<file path="src/rtl/clock_time_setter.sv">
`default_nettype none
// ============================================================================
// clock_time_setter : snapshot/edit/commit front end for the 24h BCD clock.
// Optional inactivity timeout: CLOCK_SETTER_TIMEOUT_EN.  Rev 1.0
// ============================================================================
module clock_time_setter #(
  parameter int unsigned TIMEOUT_CYCLES = 1000
) (
  input  logic        CLK,
  input  logic        Reset_n,
  input  logic [23:0] Time_out,
  input  logic        Edit_btn,
  input  logic        Inc_btn,
  input  logic        Dec_btn,
  input  logic        Cancel_btn,
  output logic [23:0] Time_in,
  output logic        Set_time,
  output logic        Editing,
  output logic [1:0]  Field_sel
);

  localparam logic [2:0] S_IDLE   = 3'd0;
  localparam logic [2:0] S_HH     = 3'd1;
  localparam logic [2:0] S_MM     = 3'd2;
  localparam logic [2:0] S_SS     = 3'd3;
  localparam logic [2:0] S_COMMIT = 3'd4;

  logic [2:0]  state_q, state_d;
  logic [23:0] buf_q, buf_d;
  logic [3:0]  prev_q;
  logic        armed_q;
  logic [3:0]  w_btn, w_edges;
  logic        w_in_edit, w_timeout;
  logic        e_cancel, e_edit, e_inc, e_dec;

  if (TIMEOUT_CYCLES < 1) begin : g_bad_timeout
    $error("TIMEOUT_CYCLES must be at least 1");
  end

  function automatic logic [7:0] bcd_step(input logic [7:0] f, input logic [7:0] maxv,
                                          input logic up);
    logic [3:0] t, u;
    t = f[7:4];
    u = f[3:0];
    // With both digits valid, packed BCD compares like the decimal value.
    if (t > 4'd9 || u > 4'd9 || f > maxv) bcd_step = 8'h00;
    else if (up) begin
      if (f == maxv)      bcd_step = 8'h00;
      else if (u == 4'd9) bcd_step = {t + 4'd1, 4'd0};
      else                bcd_step = {t, u + 4'd1};
    end else begin
      if (f == 8'h00)     bcd_step = maxv;
      else if (u == 4'd0) bcd_step = {t - 4'd1, 4'd9};
      else                bcd_step = {t, u - 4'd1};
    end
  endfunction

  // The first clock after reset only loads the history, so a button held
  // across reset release must fall and rise again to act.
  assign w_btn     = {Cancel_btn, Edit_btn, Inc_btn, Dec_btn};
  assign w_edges   = armed_q ? (w_btn & ~prev_q) : 4'b0000;
  assign e_cancel  = w_edges[3];
  assign e_edit    = w_edges[2];
  assign e_inc     = w_edges[1];
  assign e_dec     = w_edges[0];
  assign w_in_edit = (state_q == S_HH) || (state_q == S_MM) || (state_q == S_SS);

`ifdef CLOCK_SETTER_TIMEOUT_EN
  localparam int unsigned CNT_W = (TIMEOUT_CYCLES > 1) ? $clog2(TIMEOUT_CYCLES) : 1;
  logic [CNT_W-1:0] cnt_q, cnt_d;

  assign w_timeout = w_in_edit && (w_edges == 4'b0000) &&
                     (cnt_q == CNT_W'(TIMEOUT_CYCLES - 1));

  always_comb begin
    cnt_d = cnt_q + 1'b1;
    if (!w_in_edit || (w_edges != 4'b0000) || w_timeout) cnt_d = '0;
  end

  always_ff @(posedge CLK or negedge Reset_n) begin
    if (!Reset_n) cnt_q <= '0;
    else          cnt_q <= cnt_d;
  end
`else
  assign w_timeout = 1'b0;
`endif

  always_ff @(posedge CLK or negedge Reset_n) begin
    if (!Reset_n) begin
      state_q <= S_IDLE;
      buf_q   <= 24'h000000;
      prev_q  <= 4'b0000;
      armed_q <= 1'b0;
    end else begin
      state_q <= state_d;
      buf_q   <= buf_d;
      prev_q  <= w_btn;
      armed_q <= 1'b1;
    end
  end

  always_comb begin
    state_d = state_q;
    buf_d   = buf_q;
    case (state_q)
      S_IDLE: begin
        if (e_edit) begin
          buf_d   = Time_out;
          state_d = S_HH;
        end
      end
      S_HH, S_MM, S_SS: begin
        if (e_cancel)       state_d = S_IDLE;
        else if (e_edit)    state_d = (state_q == S_SS) ? S_COMMIT : state_q + 3'd1;
        else if (e_inc ^ e_dec) begin
          case (state_q)
            S_HH:    buf_d[23:16] = bcd_step(buf_q[23:16], 8'h23, e_inc);
            S_MM:    buf_d[15:8]  = bcd_step(buf_q[15:8],  8'h59, e_inc);
            default: buf_d[7:0]   = bcd_step(buf_q[7:0],   8'h59, e_inc);
          endcase
        end
        else if (w_timeout) state_d = S_IDLE;
      end
      default: state_d = S_IDLE;
    endcase
  end

  always_comb begin
    Time_in   = buf_q;
    Set_time  = (state_q == S_COMMIT);
    Editing   = w_in_edit;
    Field_sel = w_in_edit ? state_q[1:0] : 2'd0;
  end

endmodule
`default_nettype wire

</file>
<file path="config.mk">
export PLATFORM = sky130hd
export DESIGN_NAME = clock_time_setter
export DESIGN_NICKNAME = d
export VERILOG_FILES = /design/src/rtl/clock_time_setter.sv
export SDC_FILE = /design/constraint.sdc
export NUM_CORES = 1
export LEC_CHECK = 0
export CAP_MARGIN = 25
export CORE_ASPECT_RATIO = 1.4
export CORE_MARGIN = 1
export CORE_UTILIZATION = 47
export CTS_BUF_LIST = sky130_fd_sc_hd__clkbuf_16
export DETAILED_ROUTE_END_ITERATION = 7
export DONT_BUFFER_PORTS = 1
export GPL_TIMING_DRIVEN = 0
export PLACE_DENSITY_LB_ADDON = 0.3
export SLEW_MARGIN = 20
export SYNTH_ARGS = -nofsm -noshare
export SYNTH_HDL_FRONTEND = slang
export SYNTH_SLANG_ARGS = --single-unit
</file>
<file path="constraint.sdc">
create_clock -name CLK -period 3.3 [get_ports CLK]
set_input_delay 0.66 -clock CLK [delete_from_list [all_inputs] [get_ports CLK]]
set_output_delay 0.66 -clock CLK [all_outputs]
set_load 0.01 [all_outputs]
</file>
# Word-level counts from Yosys, hierarchy flattened
# Cells that the tools add are included.
# totals
ff_bits	32
input_bits	30
# op_classes
add_sub_neg	13
n_lt_le_gt_ge	9
eq_ne	24
muxes	33
bitwise_logic	3
n_reduce_logical	25
# op_table
cell	count
$mux 8	21
$mux 24	4
$pmux 24 s2	1
$ne 5x5->1 const B	6
$add 4x1->4 const B	6
$gt 4x4->1 const B	6
$logic_not 8->1	3
$reduce_and 8->1	3
$sub 4x1->4 const B	6
$reduce_and 6->1	3
$eq 8x7->1 const B	2
$gt 8x7->1 const B	2
$ne 2x2->1 const B	7
$eq 4x4->1 const B	3
$logic_not 4->1	3
$mux 3	4
$eq 8x6->1 const B	1
$gt 8x6->1 const B	1
$logic_or 1x1->1	8
$eq 3x2->1 const B	2
$pmux 3 s2	1
$and 4x4->4	1
$mux 4	1
$not 4->4	1
11 further kinds	11

# Longest topological paths before layout
# logic_depth
depth_word	10
mapped_depth	9

# Worst setup path before layout
# No wires, ideal clock.
# synth_timing
kind	register -> register
from	register state_q[0]
to	register buf_q[18] (netlist: Time_in[18])
t_arrival_ns	2.092
required_time_ns	3.175
slack_ns	1.083
path_stages_with_launch	10
period_less_slack_ns	2.217
cell_sequence	dfrtp_1 > inv_1 > ha_1 > o21ba_4 > nor2_4 > inv_2 > nor3_4 > or2_0 > buf_2 > mux2_2
# synth_via
elab_chain_cells	4
# synth_lines
element	line	text
start, declared	28	logic [2:0] state_q, state_d;
start signal, assigned	95	state_q <= state_d;
$eq 3x1->1 / $eq 3x2->1 (equally long branches)	105, 116	
$reduce_or 3->1	105	case (state_q)
$ne 2x2->1 (no source line) / $reduce_bool 2->1 (equally long branches)	n/a	
$reduce_and 6->1 (no source line)	n/a	
end signal, assigned	96	buf_q <= buf_d;
end, declared	29	logic [23:0] buf_q, buf_d;
# Several ways; a longest one is shown, not always the timed one.
# A chain may end at the register's enable or synchronous reset.

# Worst setup path in the final report
# layout_timing
from	register state_q[0]
to	output Field_sel[1]
# layout_via
elab_chain_cells	4
# layout_lines
element	line	text
$eq 3x1->1 / $eq 3x2->1 (equally long branches)	66	assign w_in_edit = (state_q == S_HH) || (state_q == S_MM) || (state_q == S_SS);
$logic_or 1x1->1	66	
$logic_or 1x1->1 *	66	
$mux 2 *	132	Field_sel = w_in_edit ? state_q[1:0] : 2'd0;
end, declared	19	output logic [1:0] Field_sel
# Every way passes the cells marked *; elsewhere a longest branch is shown, timed or not.

==> results.cfg <==
[status]
status = completed

[sta]
worstMarginPinSlew_ns = 0.7056
fmax_ghz = 0.3505
period_minus_slack_ns = 2.853
holdWs_ns = 0.07240
tns_ns = 0
hold_violations = 0
max_slew_margin_pct = 52.53
post-route-period-util_pct = 86.47
slew_violations = 0
skew_ns = 0.004409
setup_viol = 0
rsz0062_at_grt = false

[floorplan]
dieArea_sq_mm = 0.006619
rows = 33
io_pins = 58
die_h_um = 95.87
start_util_pct = 49.75
design.core.area_sq_mm = 0.005946
die_w_um = 69.05

[global_routing]
grt_first_pass_wirelength_um = 12910
grt_start_max_net_pins = 33
grt_pass1_vias = 2637
grt_overflow = 0
track_usage_pct = 24.35
grt_antenna_before_repair = 0

[logic_synthesis]
postSynthRegisterBits = 32
yosysWarnings = 0
netlist_area_sq_mm = 0.002958
synth_edf_count = 0
syn-num-nets = 399
yosys-top-cells-count = nand2_1, dfrtp_1, ha_1, nand3_1, a21oi_1
ys_types = 79
synth_area_per_cell_sq_um = 8.451
ys_seq_area_share_pct = 27.07
yosysTopAreaCell = dfrtp_1
async_flop_share_pct = 100.0
yosys-top-cells-area = dfrtp_1, ha_1, nand2_1
synth_ff_type = dfrtp_1
synthCells = 350
synthMostInstantiatedCell = nand2_1
yosysTopAreaCellShare_pct = 27.07

[pwr]
combPwrFrac_pct = 56.0
switching_power_mw = 1.496
power.leakage_nw = 1.285
p_seq_share_pct = 28.9
power_density_mw_per_mm2 = 939.0
power.total_mw = 2.990
swShare_pct = 50.04
pwr-share-clk_pct = 15.1
intPower_mw = 1.494
ir_drop_v = 0.0004334

[drt]
post_drt_wl_per_cell_um = 19.11
antenna_left = 0
detail_route.first_pass.iterations = 7
drt_iter0_markers = 234
routed_wl_um = 8181
viasPerCell = 6.629
vias = 2837
drc = 0

[critical_path]
reg2reg_depth = 8
cpMostUsedCell = ha_1
reg2reg_slack_ns = 0.65
worst-path-stages = 5
crit_end = Field_sel[1]
crit_required_ns = 2.64
cpMaxStageDelayCell = clkbuf_1
worstPathCellList = ha_1 > ha_1 > nor2_4 > clkbuf_1 > nor2_1
cp_top_family = adder cells
critPathMaxStageDelay_ns = 0.51
cp_max_fo = 10
worstPathArrival_ns = 2.19
start_kind = flip-flop
r2r_start = state_q[0]
critPathCaptureType = primary output
r2r_end = Time_in[18]
crit_buf_inv = 1
startpoint = state_q[0]
crit_type = flip-flop to primary output

[placement]
placed_cell_area_sq_mm = 0.003045
gp_congestion = 0.8502
hpwl_um = 5921
portBuffers = 0

[clock_network]
cts-resized-gates = 0
cts_buffer_depth = 2
cts_sinks = 32
cts_tree = yes
holdBufCountCts = 0
htree_levels = 2
numCtsBuffers = 5
clk_pin_slew_ns = 0.05
clkLatencyLatePin_ns = 0.28
cts_setup_buffers = 0
cts-root-buf = clkbuf_16

[run]
cap_violations = 0

[layout]
drive_above_1_share_pct = 12.57
finalNetCount = 406
final_area_sq_mm = 0.003184
n_antenna_cell = 0
area_growth_pct = 7.656

[hold_path]
hp-class = primary input to asynchronous set/reset pin
## placed cells by master, fill, tap and decap left out, types with 3 or more instances in the layout
| cell type | count |
|---|---|
| and3b_1 | 4 |
| nand2b_1 | 5 |
| nor2_1 | 10 |
| a311oi_1 | 3 |
| clkbuf_1 | 14 |
| and2_1 | 7 |
| a21oi_1 | 17 |
| o211ai_1 | 5 |
| clkbuf_16 | 5 |
| o31ai_1 | 6 |
| dfrtp_1 | 32 |
| a22oi_1 | 4 |
| a31oi_1 | 10 |
| ha_1 | 19 |
| or3_1 | 5 |
| buf_2 | 4 |
| nor2b_1 | 5 |
| nor3_1 | 13 |
| nand2_1 | 38 |
| mux2i_1 | 7 |
| mux2_2 | 7 |
| nand3b_1 | 4 |
| o22ai_1 | 3 |
| o2bb2ai_1 | 4 |
| or2_2 | 3 |
| nand3_1 | 18 |
| nor4_1 | 3 |
| a31o_2 | 3 |
| or4_1 | 3 |
| o21ai_0 | 12 |
| inv_1 | 15 |
| a32oi_1 | 4 |
| or2_0 | 3 |
## power groups by stage
stage               Clock, mW  Combinational, mW  Sequential [mW]
global placement            0               1.61            0.865
finish                  0.450               1.68            0.864
floorplan                   0               1.33            0.786
detailed placement          0               1.64            0.872
global route            0.479               1.84            0.895
CTS                     0.460               1.65            0.866
## cell families (layout without fill, tap and decap cells)
family | Yosys count | in the layout | share of synthesized area, %
other | 1 | 1 | 0.1268
multiplexers | 15 | 15 | 5.415
AND/OR/NAND/NOR | 143 | 143 | 28.30
adder cells (fa/ha/maj) | 19 | 19 | 8.037
buffers and inverters | 37 | 45 | 5.372
AO/OA/AOI/OAI | 101 | 101 | 25.09
flip-flops | 32 | 32 | 27.07
XOR/XNOR | 2 | 2 | 0.5923
## layout make-up
cell class / instances / area (sq um)
buffer: 21 / 98.84
sequential: 32 / 800.8
inverter: 16 / 60.06
clock inverter: 3 / 13.76
clock buffer: 5 / 125.1
multi-input combinational: 281 / 1998
fill: 586 / 2761
tap: 70 / 87.58
## worst min-delay path by stage
stage | slack (ns) | end
detailed placement | 0.37 | prev_q[0]
global route | 0.06 | Time_in[10]
CTS | 0.07 | Time_in[10]
finish | 0.07 | prev_q[0]
floorplan | 0.36 | Time_in[0]
global placement | 0.37 | prev_q[0]
## sequential cells by signal (all words and copies together) (netlist names)
signal,cells
state_q,3
armed_q,1
prev_q,4
Time_in,24
## metrics by stage
step	worst slack [ns]	std cells	utilization (%)
2_1_floorplan	1.083	350	-
3_3_place_gp	0.6906	420	51.22
3_5_place_dp	0.6606	420	51.22
4_1_cts	0.4436	428	53.56
5_1_grt	0.3325	428	53.56
6_report	0.4466	428	53.56
## routing by layer
metal / wire [um] / up-vias / GRT usage (%)
li1: - / 1329 / -
met3: 618 / 24 / 5.550
met5: 0 / - / 0
met4: 225 / 0 / 11.73
met1: 3138 / 1341 / 27.37
met2: 4199 / 143 / 43.61
No activity file was read; power rests on OpenSTA's default activity.
